--- config.mk ---
export PLATFORM = sky130hd
export DESIGN_NAME = clock_ratio_detector
export DESIGN_NICKNAME = d
export VERILOG_FILES = /design/src/rtl/clock_ratio_detector.sv
export SDC_FILE = /design/constraint.sdc
export NUM_CORES = 1
export LEC_CHECK = 0
export CORE_MARGIN = 2
export CORE_UTILIZATION = 40
export DETAILED_ROUTE_END_ITERATION = 6
export PLACE_DENSITY = 0.58
export SYNTH_ARGS = -nofsm -noshare
export SYNTH_HDL_FRONTEND = slang
export SYNTH_SLANG_ARGS = --single-unit
--- constraint.sdc ---
create_clock -name input_clock -period 9.5 [get_ports input_clock]
set_clock_uncertainty 0.2 [all_clocks]
set_input_delay 0.95 -clock input_clock [delete_from_list [all_inputs] [get_ports input_clock]]
set_output_delay 0.95 -clock input_clock [all_outputs]
set_load 0.01 [all_outputs]
--- src/rtl/clock_ratio_detector.sv ---
// clock_ratio_detector: synchronizes a slow clock into the input_clock
// domain, emits edge strobes, measures period/high time and reports lock.
// Optional build macro: PERIOD_TOLERANCE_EN (period match within +/-1 cycle).
module clock_ratio_detector #(
  parameter int unsigned COUNTER_WIDTH = 16,
  parameter int unsigned LOCK_COUNT    = 4,
  parameter int unsigned SYNC_STAGES   = 2
) (
  input  logic                     input_clock,
  input  logic                     reset,
  input  logic                     enable,
  input  logic                     divided_clock,
  output logic                     rise_strobe,
  output logic                     fall_strobe,
  output logic [COUNTER_WIDTH-1:0] period,
  output logic [COUNTER_WIDTH-1:0] high_time,
  output logic                     period_valid,
  output logic                     locked,
  output logic                     timeout
);

  localparam int unsigned MW = $clog2(LOCK_COUNT + 1);
  localparam logic [COUNTER_WIDTH-1:0] CNT_MAX  = '1;
  localparam logic [COUNTER_WIDTH-1:0] CNT_LAST = CNT_MAX - 1'b1;
  localparam logic [COUNTER_WIDTH-1:0] CNT_ONE  = COUNTER_WIDTH'(1);
  localparam logic [MW-1:0]            LOCK_N   = MW'(LOCK_COUNT);

  typedef enum logic [1:0] {S_IDLE, S_ACQUIRE, S_MEASURE, S_LOCKED} state_t;

  state_t                   state_q;
  logic [SYNC_STAGES-1:0]   sync_q;
  logic                     prev_q;
  logic [COUNTER_WIDTH-1:0] cnt_q;
  logic [COUNTER_WIDTH-1:0] period_q;
  logic [COUNTER_WIDTH-1:0] high_time_q;
  logic [MW-1:0]            match_q;
  logic                     rise_q, fall_q, period_valid_q, locked_q, timeout_q;

  logic                     sync_w, rise_w, fall_w, is_match;
  logic [COUNTER_WIDTH-1:0] cnt_inc_d, diff_d;
  logic [MW-1:0]            match_inc_d;

  assign sync_w = sync_q[SYNC_STAGES-1];
  assign rise_w = sync_w & ~prev_q;
  assign fall_w = ~sync_w & prev_q;

  // Saturating counter increment, match-count increment and period comparison
  always_comb begin
    cnt_inc_d   = (cnt_q == CNT_MAX) ? cnt_q : cnt_q + 1'b1;
    match_inc_d = match_q + 1'b1;
    diff_d      = (cnt_q >= period_q) ? (cnt_q - period_q) : (period_q - cnt_q);
`ifdef PERIOD_TOLERANCE_EN
    is_match    = (diff_d <= CNT_ONE);
`else
    is_match    = (diff_d == '0);
`endif
  end

  // Synchronizer, edge detection, measurement FSM and registered outputs.
  // Timeout fires on the edge where cnt would reach all-ones, so a rise
  // arriving at cnt = max-1 still reports and max itself is never reported.
  always_ff @(posedge input_clock) begin
    if (reset) begin
      state_q        <= S_IDLE;
      sync_q         <= '0;
      prev_q         <= 1'b0;
      cnt_q          <= '0;
      period_q       <= '0;
      high_time_q    <= '0;
      match_q        <= '0;
      rise_q         <= 1'b0;
      fall_q         <= 1'b0;
      period_valid_q <= 1'b0;
      locked_q       <= 1'b0;
      timeout_q      <= 1'b0;
    end else begin
      sync_q         <= {sync_q[SYNC_STAGES-2:0], divided_clock};
      prev_q         <= sync_w;
      rise_q         <= 1'b0;
      fall_q         <= 1'b0;
      period_valid_q <= 1'b0;
      if (!enable) begin
        state_q   <= S_IDLE;
        locked_q  <= 1'b0;
        timeout_q <= 1'b0;
        match_q   <= '0;
        cnt_q     <= '0;
      end else begin
        rise_q <= (state_q != S_IDLE) && rise_w;
        fall_q <= (state_q != S_IDLE) && fall_w;
        unique case (state_q)
          S_IDLE: begin
            cnt_q     <= '0;
            match_q   <= '0;
            locked_q  <= 1'b0;
            timeout_q <= 1'b0;
            state_q   <= S_ACQUIRE;
          end
          S_ACQUIRE: begin
            if (rise_w) begin
              cnt_q   <= CNT_ONE;
              state_q <= S_MEASURE;
            end else begin
              cnt_q <= cnt_inc_d;
            end
          end
          S_MEASURE, S_LOCKED: begin
            if (fall_w) high_time_q <= cnt_q;
            if (rise_w) begin
              cnt_q          <= CNT_ONE;
              period_q       <= cnt_q;
              period_valid_q <= 1'b1;
              if (!is_match) begin
                match_q  <= '0;
                locked_q <= 1'b0;
                state_q  <= S_MEASURE;
              end else if (state_q == S_MEASURE) begin
                match_q <= match_inc_d;
                if (match_inc_d == LOCK_N) begin
                  locked_q <= 1'b1;
                  state_q  <= S_LOCKED;
                end
              end
            end else if (cnt_q >= CNT_LAST) begin
              timeout_q <= 1'b1;
              locked_q  <= 1'b0;
              match_q   <= '0;
              cnt_q     <= cnt_inc_d;
              state_q   <= S_ACQUIRE;
            end else begin
              cnt_q <= cnt_inc_d;
            end
          end
          default: state_q <= S_IDLE;
        endcase
      end
    end
  end

  assign rise_strobe  = rise_q;
  assign fall_strobe  = fall_q;
  assign period       = period_q;
  assign high_time    = high_time_q;
  assign period_valid = period_valid_q;
  assign locked       = locked_q;
  assign timeout      = timeout_q;

endmodule
# ---- Word level (Yosys, flattened, before mapping)
# Cells that the tools add are included.
dict set report op_classes {
  n_bitwise 6
  order_cmp 2
  muxes 26
  eq_ne 12
  reduce_logical 16
  add_sub_neg 4
}
# op count
set op_table {}
lappend op_table {{16-bit two-way mux} 3}
lappend op_table {{16-bit one-hot mux with 2 select lines} 1}
lappend op_table {{16-bit subtractor} 2}
lappend op_table {{16-bit by 1-bit adder with 16-bit output (second input constant)} 1}
lappend op_table {{16-bit == test (second input constant)} 1}
lappend op_table {{16-bit >= comparator} 1}
lappend op_table {{16-bit >= comparator (second input constant)} 1}
lappend op_table {{16-bit logical NOT} 1}
lappend op_table {{2-bit two-way mux} 6}
lappend op_table {{3-bit two-way mux} 4}
lappend op_table {{3-bit AND reduction} 4}
lappend op_table {{1-bit two-way mux} 8}
lappend op_table {{4-bit != test (second input constant)} 2}
lappend op_table {{4-bit AND reduction} 2}
lappend op_table {{2-bit != test (second input constant)} 3}
lappend op_table {{3-bit != test (second input constant)} 2}
lappend op_table {{2-bit one-hot mux with 3 select lines} 1}
lappend op_table {{3-bit one-hot mux with 2 select lines} 1}
lappend op_table {{3-bit OR reduction} 2}
lappend op_table {{2-bit == test (second input constant)} 2}
lappend op_table {{1-bit NOT} 4}
lappend op_table {{1-bit one-hot mux with 2 select lines} 2}
lappend op_table {{2-bit nonzero test} 2}
lappend op_table {{2-bit OR reduction} 2}
lappend op_table {{other kinds (6)} 8}
dict set report word_totals {
  ff_bits 61
  out_inout_bits 37
  inputBits 4
}

# ---- Longest topological paths before layout
# Gate-level depths: netlist of run 1.
dict set report depth {
  word_depth 7
  mapped_depth 12
  ltp_nobuf 11
}

# ---- Worst setup path after synthesis of run 1
# Ideal clock, no wire load.
dict set report synth_timing {
  path_type {input-to-reg}
  startpoint {in period[3]}
  endpoint {reg locked_q (netlist: locked)}
  cell_stages 13
  setup_time_ns 0.079
  arrival_ns 2.823
  n_path_buf 1
  slack_ns 6.398
  required_ns 9.221
  cell_sequence {dfxtp_1 -> inv_1 -> ha_1 -> buf_6 -> a21o_1 -> a21oi_2 -> a21oi_2 -> a2111oi_4 -> a311oi_1 -> or3_1 -> a211oi_2 -> nand4_1 -> a211oi_2}
}
dict set report synth_via {
  elab_chain_cells 6
  elab_cells_between_ends 11
  cone_classes {2 x add/sub; 1 x order compare; 2 x eq/ne; 4 x mux; 2 x reduce/logical}
}
# element line_no
set synth_lines {}
lappend synth_lines {{start: declaration} 15} ;# output logic [COUNTER_WIDTH-1:0] period,
lappend synth_lines {{16-bit subtractor or 16-bit >= comparator (tied branches)} 51} ;# diff_d = (cnt_q >= period_q) ? (cnt_q - period_q) : (period_q - cnt_q);
lappend synth_lines {{16-bit two-way mux (*)} 51}
lappend synth_lines {{16-bit logical NOT (*)} 55} ;# is_match = (diff_d == '0);
lappend synth_lines {{1-bit two-way mux} 113} ;# if (!is_match) begin
lappend synth_lines {{1-bit two-way mux} 109} ;# if (rise_w) begin
lappend synth_lines {{1-bit one-hot mux with 2 select lines} 91} ;# unique case (state_q)
lappend synth_lines {{end signal: assignment} 95} ;# locked_q <= 1'b0;
lappend synth_lines {{end signal: assignment} 115} ;# locked_q <= 1'b0;
lappend synth_lines {{end signal: assignment} 120} ;# locked_q <= 1'b1;
lappend synth_lines {{end: declaration} 37} ;# logic rise_q, fall_q, period_valid_q, locked_q, timeout_q;
# Every way passes the cells marked *; elsewhere a longest branch is shown, timed or not.
# A chain may end at the register's enable or synchronous reset.

# ---- Worst setup path in the final report of run 1
dict set report layout_timing {
  startpoint {in period[9]}
  endpoint {reg locked_q (netlist: locked)}
}
# The elaborated chain is that of the path after synthesis.

==> results.toml, run 1 <==
[sta]
tns_ns = 0
worst_slack_ns = 5.758
timing.fmax_ghz = 0.2673
finalHoldViolCount = 0
max_slew.worst_pin.slew_ns = 1.156
slew_violations = 0
rsz0062_at_grt = "no"
slew-limit-headroom = 0.2268
setup_violations = 0
min_period_over_period = 0.3939
fin_crit_ns = 3.742

[synth]
synth_seq_cells = 61
synth_edf_count = 0
synth_flop_cell = "dfxtp_1"
async_reset_ff_frac = 0
syn_area_mm2 = 0.004380
syn_avg_cell_area_um2 = 7.699
yosysWarnings = 0
syn-instance-count = 569
post-synth-top-area-cell = "dfxtp_1"
syn_nets = 608
ys_seq_area_frac = 0.2788
synth_cell_types = 75
synth.area.top_cells = "dfxtp_1 28%, ha_1 10%, nand2_1 8.2%, a21oi_1 7.2%, inv_1 3.3%"
synth_top_area_share = 0.2788

[pwr]
seq_power_share = 0.509
power.share.switching = 0.2425
cellPowerDensity_mw_per_mm2 = 101.6
p_sw_uw = 122.9
leakage_nw = 1.794
pwr-share-clk = 0.456
intPower_uw = 384.0
pwr-share-comb = 0.035
ir_drop_uv = 111.8

[routing]
viasPerCell = 5.571
drt_first_pass_iters = 5
ant_nets = 0
wl_um = 12100
route.detailed.drc = 0
drt_iter0_markers = 216
vias = 4089
wire_per_inst_um = 16.48

[worst_setup_path]
crit_arrival_ns = 3.82
worstSetupPathType = "reg -> reg"
required_ns = 9.58
critPathCaptureType = "register"
crit-reg2reg-launch = "period[9]"
critPathMaxFanout = 16
r2r-end = "locked"
worstRegToRegCells = 10
worst_setup_path_start_kind = "register"
critPathLaunch = "period[9]"
crit_path_end = "locked"
r2r_setup_slack_ns = 5.76

[place]
dp.final_hpwl_um = 9304
placed_area_mm2 = 0.004797
placed_cells = 718
pre_cts_ws_ns = 5.797
gp_congestion = 0.9174
io_buffers = 40

[clock_tree]
post_cts_buffers = 0
clock_sinks = 61
htree_levels = 3
cts_made_buffers = 9
clk_latency_ns = 0.36
cts_max_path_buffers = 2
clk_pin_slew_ns = 0.07
cts_resized = 0
cts_hold_buffers = 0
ctsRootBufferMaster = "clkbuf_8"
cts_tree = "yes"

[cells_and_area]
finalCoreUtilization = 0.4643
drive_gt1_frac = 0.08081
area_growth_syn_to_layout_pct = 13.88
mostFrequentLayoutCells = "96 x nand2_1, 63 x a21oi_1, 61 x dfxtp_1, 40 x clkdlybuf4s50_1, 38 x inv_1"
mostFrequentLayoutCell = "nand2_1"
fin_nets = 628
fin_area_mm2 = 0.004989
instances_no_fill = 734
diodes = 0

[run_status]
outcome = "finished, final reports clean"

[floorplan]
rows = 38
die_h_um = 108.6
io-pin-count = 41
die_w_um = 108.6
start_util = 0.4077
dieArea_mm2 = 0.01180
core_mm2 = 0.01075

[grt]
antenna_found_initial = 0
grt_overflow_total = 0
grt_pass1_wl_um = 19580
grt_max_degree = 37
grt_pass1_vias = 3875
grt_use_total = 0.2142

[run]
drv_cap = 0

[min_path]
hp-class = "reg -> reg"
==> cell families (layout without fill, tap and decap cells) <==
| kind of cell | Yosys count | after routing | share of synthesized area |
|---|---|---|---|
| adder cells (fa/ha/maj) | 35 | 35 | 0.09997 |
| multiplexers | 6 | 6 | 0.01400 |
| AO/OA/AOI/OAI | 166 | 166 | 0.2679 |
| XOR/XNOR | 17 | 17 | 0.03399 |
| flip-flops | 61 | 61 | 0.2788 |
| AND/OR/NAND/NOR | 214 | 214 | 0.2348 |
| buffers and inverters | 70 | 95 | 0.07055 |
==> cells in the mapped netlist (3+ instances only) <==
| cell | count |
|---|---|
| a211oi_1 | 4 |
| a21o_1 | 9 |
| a21oi_1 | 63 |
| a21oi_2 | 6 |
| a221oi_1 | 3 |
| a311oi_1 | 5 |
| a31oi_1 | 7 |
| and3_1 | 6 |
| buf_2 | 7 |
| buf_4 | 3 |
| buf_6 | 3 |
| clkbuf_1 | 18 |
| dfxtp_1 | 61 |
| ha_1 | 35 |
| inv_1 | 38 |
| mux2i_1 | 5 |
| nand2_1 | 96 |
| nand2b_1 | 4 |
| nand3_1 | 16 |
| nand4_1 | 10 |
| nor2_1 | 32 |
| nor2b_1 | 6 |
| nor3_1 | 12 |
| nor3b_1 | 4 |
| o2111ai_1 | 3 |
| o211a_1 | 3 |
| o211ai_1 | 6 |
| o21a_1 | 9 |
| o21ai_0 | 16 |
| or2_2 | 3 |
| or3_1 | 5 |
| or3_4 | 3 |
| xnor2_1 | 9 |
| xor2_1 | 8 |
==> worst max-delay path: stages, from the launching register on <==
cell,delay (ns)
dfxtp_1,0.41
inv_1,0.07
ha_1,0.48
a21oi_1,0.46
o21ai_0,0.25
o32ai_4,0.44
o2111ai_1,0.17
or3_1,0.34
a211oi_2,0.40
nand4_1,0.18
a211oi_2,0.24
==> power by group through the flow <==
| stage | clock, mW | sequential, mW | combinational [mW] |
|---|---|---|---|
| after detailed placement | 0 | 0.264 | 0.0175 |
| after global routing | 0.247 | 0.258 | 0.0190 |
| after floorplan | 0 | 0.264 | 0.0121 |
| final | 0.231 | 0.258 | 0.0177 |
| after CTS | 0.235 | 0.258 | 0.0176 |
| after global placement | 0 | 0.264 | 0.0175 |
==> metrics by stage <==
stage / hold slack (ns) / power (mW)
2_1_floorplan: 0.2138 / 0.2757
3_3_place_gp: 0.2168 / 0.2815
3_5_place_dp: 0.2300 / 0.2816
4_1_cts: 0.2511 / 0.5109
5_1_grt: 0.2624 / 0.5241
6_report: 0.2459 / 0.5069
==> routing by layer <==
metal,up-vias,track usage,wire length [µm]
met5,-,0,0
met3,21,0.04065,405
met2,91,0.3299,5445
met1,1930,0.2984,6013
met4,0,0.07601,232
li1,2047,-,-
==> sequential cells by signal (all words and copies together) (netlist names) <==
register / count
high_time: 16
prev_q: 1
match_q: 3
period_valid: 1
timeout: 1
fall_strobe: 1
period: 16
locked: 1
sync_q: 2
rise_strobe: 1
state_q: 2
cnt_q: 16
==> cell type report <==
cell class | instances | area (µm²)
clock buffers | 10 | 127.6
clock inverters | 6 | 63.81
fillers | 1138 | 5757
inverters | 38 | 142.6
multi-input cells | 438 | 2850
flip-flops and latches | 61 | 1221
well taps | 140 | 175.2
repair buffers | 41 | 407.9
==> worst min-delay path by stage <==
stage	from	endpoint	depth (start not counted)
after global placement	sync_q[0]	sync_q[1]	1
final	sync_q[0]	sync_q[1]	1
after CTS	sync_q[0]	sync_q[1]	1
after detailed placement	sync_q[0]	sync_q[1]	1
after floorplan	sync_q[0]	sync_q[1]	1
after global routing	sync_q[0]	sync_q[1]	1
(Power assumes the default switching activity.)
==> run 2, diff against run 1 <==
Settings changed: PLACE_DENSITY 0.58 to 0.6.
Clock period 9.5 ns to 3.38 ns, I/O delays scaled along.
==> run 2 against run 1 <==
  * Wire length increased by 6.1%
  * Clock-buffer cell count increased by 3
  * Sequential share of layout area decreased by 2.4 points
  * Critical path type unchanged
  * Global-route usage increased by 1.1 points
  * Combinational power increased to 3.0 times the previous value
  * Design area increased by 11%
  * Largest power group unchanged
  * First-iteration DRC count increased by 35%
  * Largest cell class unchanged
  * Power increased to 2.7 times the previous value
==> results.toml, run 2 (synthesis gave the netlist of run 1 again) <==
[floorplan]
start_util = 0.4077
die_h_um = 108.6
die_w_um = 108.6
rows = 38
core_mm2 = 0.01075
dieArea_mm2 = 0.01180
io-pin-count = 41

[routing]
wl_um = 12830
drt_iter0_markers = 291
vias = 4221
ant_nets = 0
wire_per_inst_um = 16.33
route.detailed.drc = 0
viasPerCell = 5.370
drt_first_pass_iters = 5

[pwr]
ir_drop_uv = 242.0
leakage_nw = 2.073
seq_power_share = 0.529
pwr-share-comb = 0.039
intPower_mw = 1.049
power.share.switching = 0.2340
p_sw_uw = 320.5
pwr-share-clk = 0.431
cellPowerDensity_mw_per_mm2 = 247.1

[run_status]
outcome = "finished, final reports clean"

[sta]
slew_violations = 0
slew-limit-headroom = 0.4642
fin_crit_ns = 3.236
max_slew.worst_pin.slew_ns = 0.7953
holdWs_ns = 0.2465
tns_ns = 0
timing.fmax_ghz = 0.3090
min_period_over_period = 0.9575
finalHoldViolCount = 0
setup_violations = 0

[grt]
grt_pass1_wl_um = 20610
grt_pass1_vias = 4032
grt_max_degree = 36
antenna_found_initial = 0
grt_use_total = 0.2251
grt_overflow_total = 0

[worst_setup_path]
critPathMaxFanout = 8
required_ns = 3.45
critPathCaptureType = "register"
slowest_delay_ns = 0.41
cp_cell_sequence = "ha_1 > buf_4 > a21oi_1 > buf_4 > o21bai_1 > a21o_1 > a221oi_1 > xor2_1 > a32oi_1 > a211oi_2 > buf_4 > nand4_1 > a211oi_2"
slowest_stage = "dfxtp_1"
path_common_cell = "buf_4"
worst_setup_path_start_kind = "register"
crit_arrival_ns = 3.30
worstSetupPathType = "reg -> reg"

[clock_tree]
clk_latency_ns = 0.34
ctsRootBufferMaster = "clkbuf_8"
cts_made_buffers = 9
clk_pin_slew_ns = 0.07
cts_max_path_buffers = 2
htree_levels = 3
cts_hold_buffers = 0
cts_tree = "yes"
clock_sinks = 61

[cells_and_area]
mostFrequentLayoutCell = "nand2_1"
diodes = 0
drive_gt1_frac = 0.1842
area_growth_syn_to_layout_pct = 26.56
mostFrequentLayoutCells = "95 x nand2_1, 59 x a21oi_1, 58 x dfxtp_1, 52 x buf_4, 40 x clkdlybuf4s50_1"
fin_nets = 680
nFillCells = 1061

[run]
drv_cap = 0

[min_path]
hp-class = "reg -> reg"

[place]
gp_congestion = 0.9044
dp.final_hpwl_um = 10070
io_buffers = 40
==> run 2: metal layers <==
layer / wire (µm) / track usage
met3: 536 / 0.03885
met5: 0 / 0
met2: 5850 / 0.3429
met4: 171 / 0.06777
met1: 6274 / 0.3242
==> run 2: worst max-delay path: cells and delay by family (launching register included) <==
family,cells,cell delay (ns)
simple gates,1,0.12
xor+xnor,1,0.23
fa+ha+maj,1,0.36
flops,1,0.41
compound gates,7,1.33
buf+inv,3,0.51
==> run 2: power groups by stage <==
stage | combinational [mW] | clock, mW | sequential [mW]
after floorplan | 0.0339 | 0 | 0.741
final | 0.0539 | 0.591 | 0.725
after global routing | 0.0583 | 0.644 | 0.725
after global placement | 0.0512 | 0 | 0.741
after detailed placement | 0.0515 | 0 | 0.741
after CTS | 0.0528 | 0.609 | 0.725
==> run 2: layout make-up <==
class | count | area, µm² | share of cell area
Timing Repair Buffer | 93 | 802.0 | 0.1447
Clock buffer | 13 | 158.9 | 0.02866
Multi-Input combinational cell | 438 | 3020 | 0.5448
Inverter | 38 | 142.6 | 0.02573
Sequential cell | 61 | 1225 | 0.2209
Clock inverter | 3 | 20.02 | 0.003611
Tap cell | 140 | 175.2 | 0.03160
==> run 2: final timing paths <==
kind / from / to / slack, ns / depth (start not counted)
setup / recovery: cnt_q[10] / locked / 0.14 / 13
hold / removal: sync_q[0] / sync_q[1] / 0.25 / 1
setup reg to reg: cnt_q[10] / locked / 0.14 / 13
hold reg to reg: sync_q[0] / sync_q[1] / 0.25 / 1
==> run 2: repair_timing <==
action,CTS,global route
setup buffers,1,5
pin swaps,2,11
endpoints found under the setup margin,5,5
hold endpoints to repair,0,0
gates cloned,0,0
gates resized for setup,7,30
==> run 2: per-stage QoR <==
stage	util	total power, mW	setup slack [ns]	cells	cell area [µm²]
floorplan	-	0.7749	0.2779	569	4380
global route	0.5160	1.428	-0.004517	786	5544
CTS	0.4978	1.386	0.01350	781	5349
global placement	0.4786	0.7923	-0.1521	764	5142
detailed placement	0.4786	0.7926	-0.1478	764	5142
finish	0.5160	1.370	0.1437	786	5544
==> run 3, diff against run 2 <==
Settings changed: HOLD_SLACK_MARGIN from default to 0.1, SKIP_LAST_GASP from default to 1, SLEW_MARGIN from default to 20.
==> run 3 against run 2 <==
  * Worst hold slack about the same
  * Clock-buffer cell count did not move
  * Clock power hardly changed
  * Via count is 0.43% higher
  * Wire length is essentially flat
  * Design area down 0.25%
  * Final cell count stayed put
  * Critical path depth decreased by 1
  * Global-route usage unchanged
  * Die area stayed put
==> results.toml, run 3 (synthesis gave the netlist of run 1 again) <==
[sta]
setup_violations = 0
holdWs_ns = 0.2465
slew_violations = 0
timing.fmax_ghz = 0.3071
min_period_over_period = 0.9633
finalHoldViolCount = 0
slew-limit-headroom = 0.4681
max_slew.worst_pin.slew_ns = 0.7894
fin_crit_ns = 3.256
rsz0062_at_grt = "yes"

[worst_setup_path]
critPathCaptureType = "register"
required_ns = 3.45
crit_arrival_ns = 3.32
worst_setup_path_start_kind = "register"
critPathMaxFanout = 7
worstSetupPathType = "reg -> reg"

[pwr]
cellPowerDensity_mw_per_mm2 = 247.9
ir_drop_uv = 242.0
power.total_mw = 1.371
leakage_nw = 2.070

[clock_tree]
ctsRootBufferMaster = "clkbuf_8"
cts_tree = "yes"
htree_levels = 3
clock_sinks = 61
cts_max_path_buffers = 2
cts_made_buffers = 9
clk_latency_ns = 0.34
cts_hold_buffers = 0
clk_pin_slew_ns = 0.07

[floorplan]
core_mm2 = 0.01075
die_h_um = 108.6
io-pin-count = 41
dieArea_mm2 = 0.01180
rows = 38
start_util = 0.4077
die_w_um = 108.6

[grt]
grtUsageMet3 = 0.03885
antenna_found_initial = 0
globalRouteMet1Util = 0.3242
grt_pass1_vias = 4032
busiest_layer = "met2"
groute.layer.met2.usage = 0.3429
grt_overflow_total = 0
grt_max_degree = 36
grt_use_total = 0.2251
grt_pass1_wl_um = 20610

[place]
placed_cells = 764
io_buffers = 40
dp.final_hpwl_um = 10070
gp_congestion = 0.9044
placed_area_mm2 = 0.005142

[routing]
viasPerCell = 5.393
vias = 4239
drt_iter0_markers = 294
route.detailed.drc = 0
drt_first_pass_iters = 5
wire_per_inst_um = 16.33
wl_um = 12840
ant_nets = 0

[cells_and_area]
mostFrequentLayoutCell = "nand2_1"
fin_area_mm2 = 0.005530
drive_gt1_frac = 0.1827
fin_nets = 680
mostFrequentLayoutCells = "95 x nand2_1, 60 x a21oi_1, 58 x dfxtp_1, 52 x buf_4, 40 x clkdlybuf4s50_1"
diodes = 0
area_growth_syn_to_layout_pct = 26.25
instances_no_fill = 786
nFillCells = 1062

[min_path]
hp-class = "reg -> reg"

[run]
drv_cap = 0

[run_status]
outcome = "finished, final reports clean"
## run 3: area by class of cell
type,instances,area [µm²],area share
clock buffers,13,158.9,0.02873
clock inverters,3,20.02,0.003620
inverters,38,142.6,0.02579
multi-input cells,438,3007,0.5437
flip-flops and latches,61,1225,0.2215
well taps,140,175.2,0.03167
repair buffers,93,802.0,0.1450
## run 3: worst max-delay path, cell delays in order, from the launching register on
cell	delay, ns
dfxtp_2	0.35
inv_1	0.05
ha_2	0.39
nand4_1	0.27
a311oi_4	0.39
o32ai_4	0.15
buf_4	0.15
a2111oi_2	0.20
nand4_1	0.17
a211oi_2	0.29
buf_4	0.18
nand4_1	0.12
a211oi_2	0.24
## run 3: worst paths after layout
check                           cells past startpoint   endpoint  startpoint  slack (ns)
worst max-delay path                               12     locked   period[6]        0.12
worst min-delay path                                1  sync_q[1]   sync_q[0]        0.25
worst max register to register                     12     locked   period[6]        0.12
worst min register to register                      1  sync_q[1]   sync_q[0]        0.25
## run 3: routing by layer
metal | vias to the layer above | share of wire
li1 | 2157 | -
met1 | 1969 | 0.49
met2 | 98 | 0.46
met3 | 15 | 0.037
met4 | 0 | 0.013
met5 | - | 0
## run 3: stage by stage
stage	setup slack [ns]	util	TNS (ns)
floorplan	0.2779	-	0
global placement	-0.1521	0.4786	-0.5261
detailed placement	-0.1478	0.4786	-0.4421
CTS	0.01350	0.4978	0
global route	-0.02526	0.5147	-0.02614
finish	0.1242	0.5147	0
## run 3: where the power goes
part	total, mW	switching (mW)	internal [mW]
registers	0.725	0.00306	0.722
clock network	0.592	0.287	0.305
logic	0.0539	0.0318	0.0221
## run 3: repair_timing
item                                   4_1_cts  5_1_grt
resized for setup                            7       27
pin swaps                                    2       11
endpoints found under the hold margin        0        0
setup endpoints to repair                    5        5
buffers inserted                             1        5
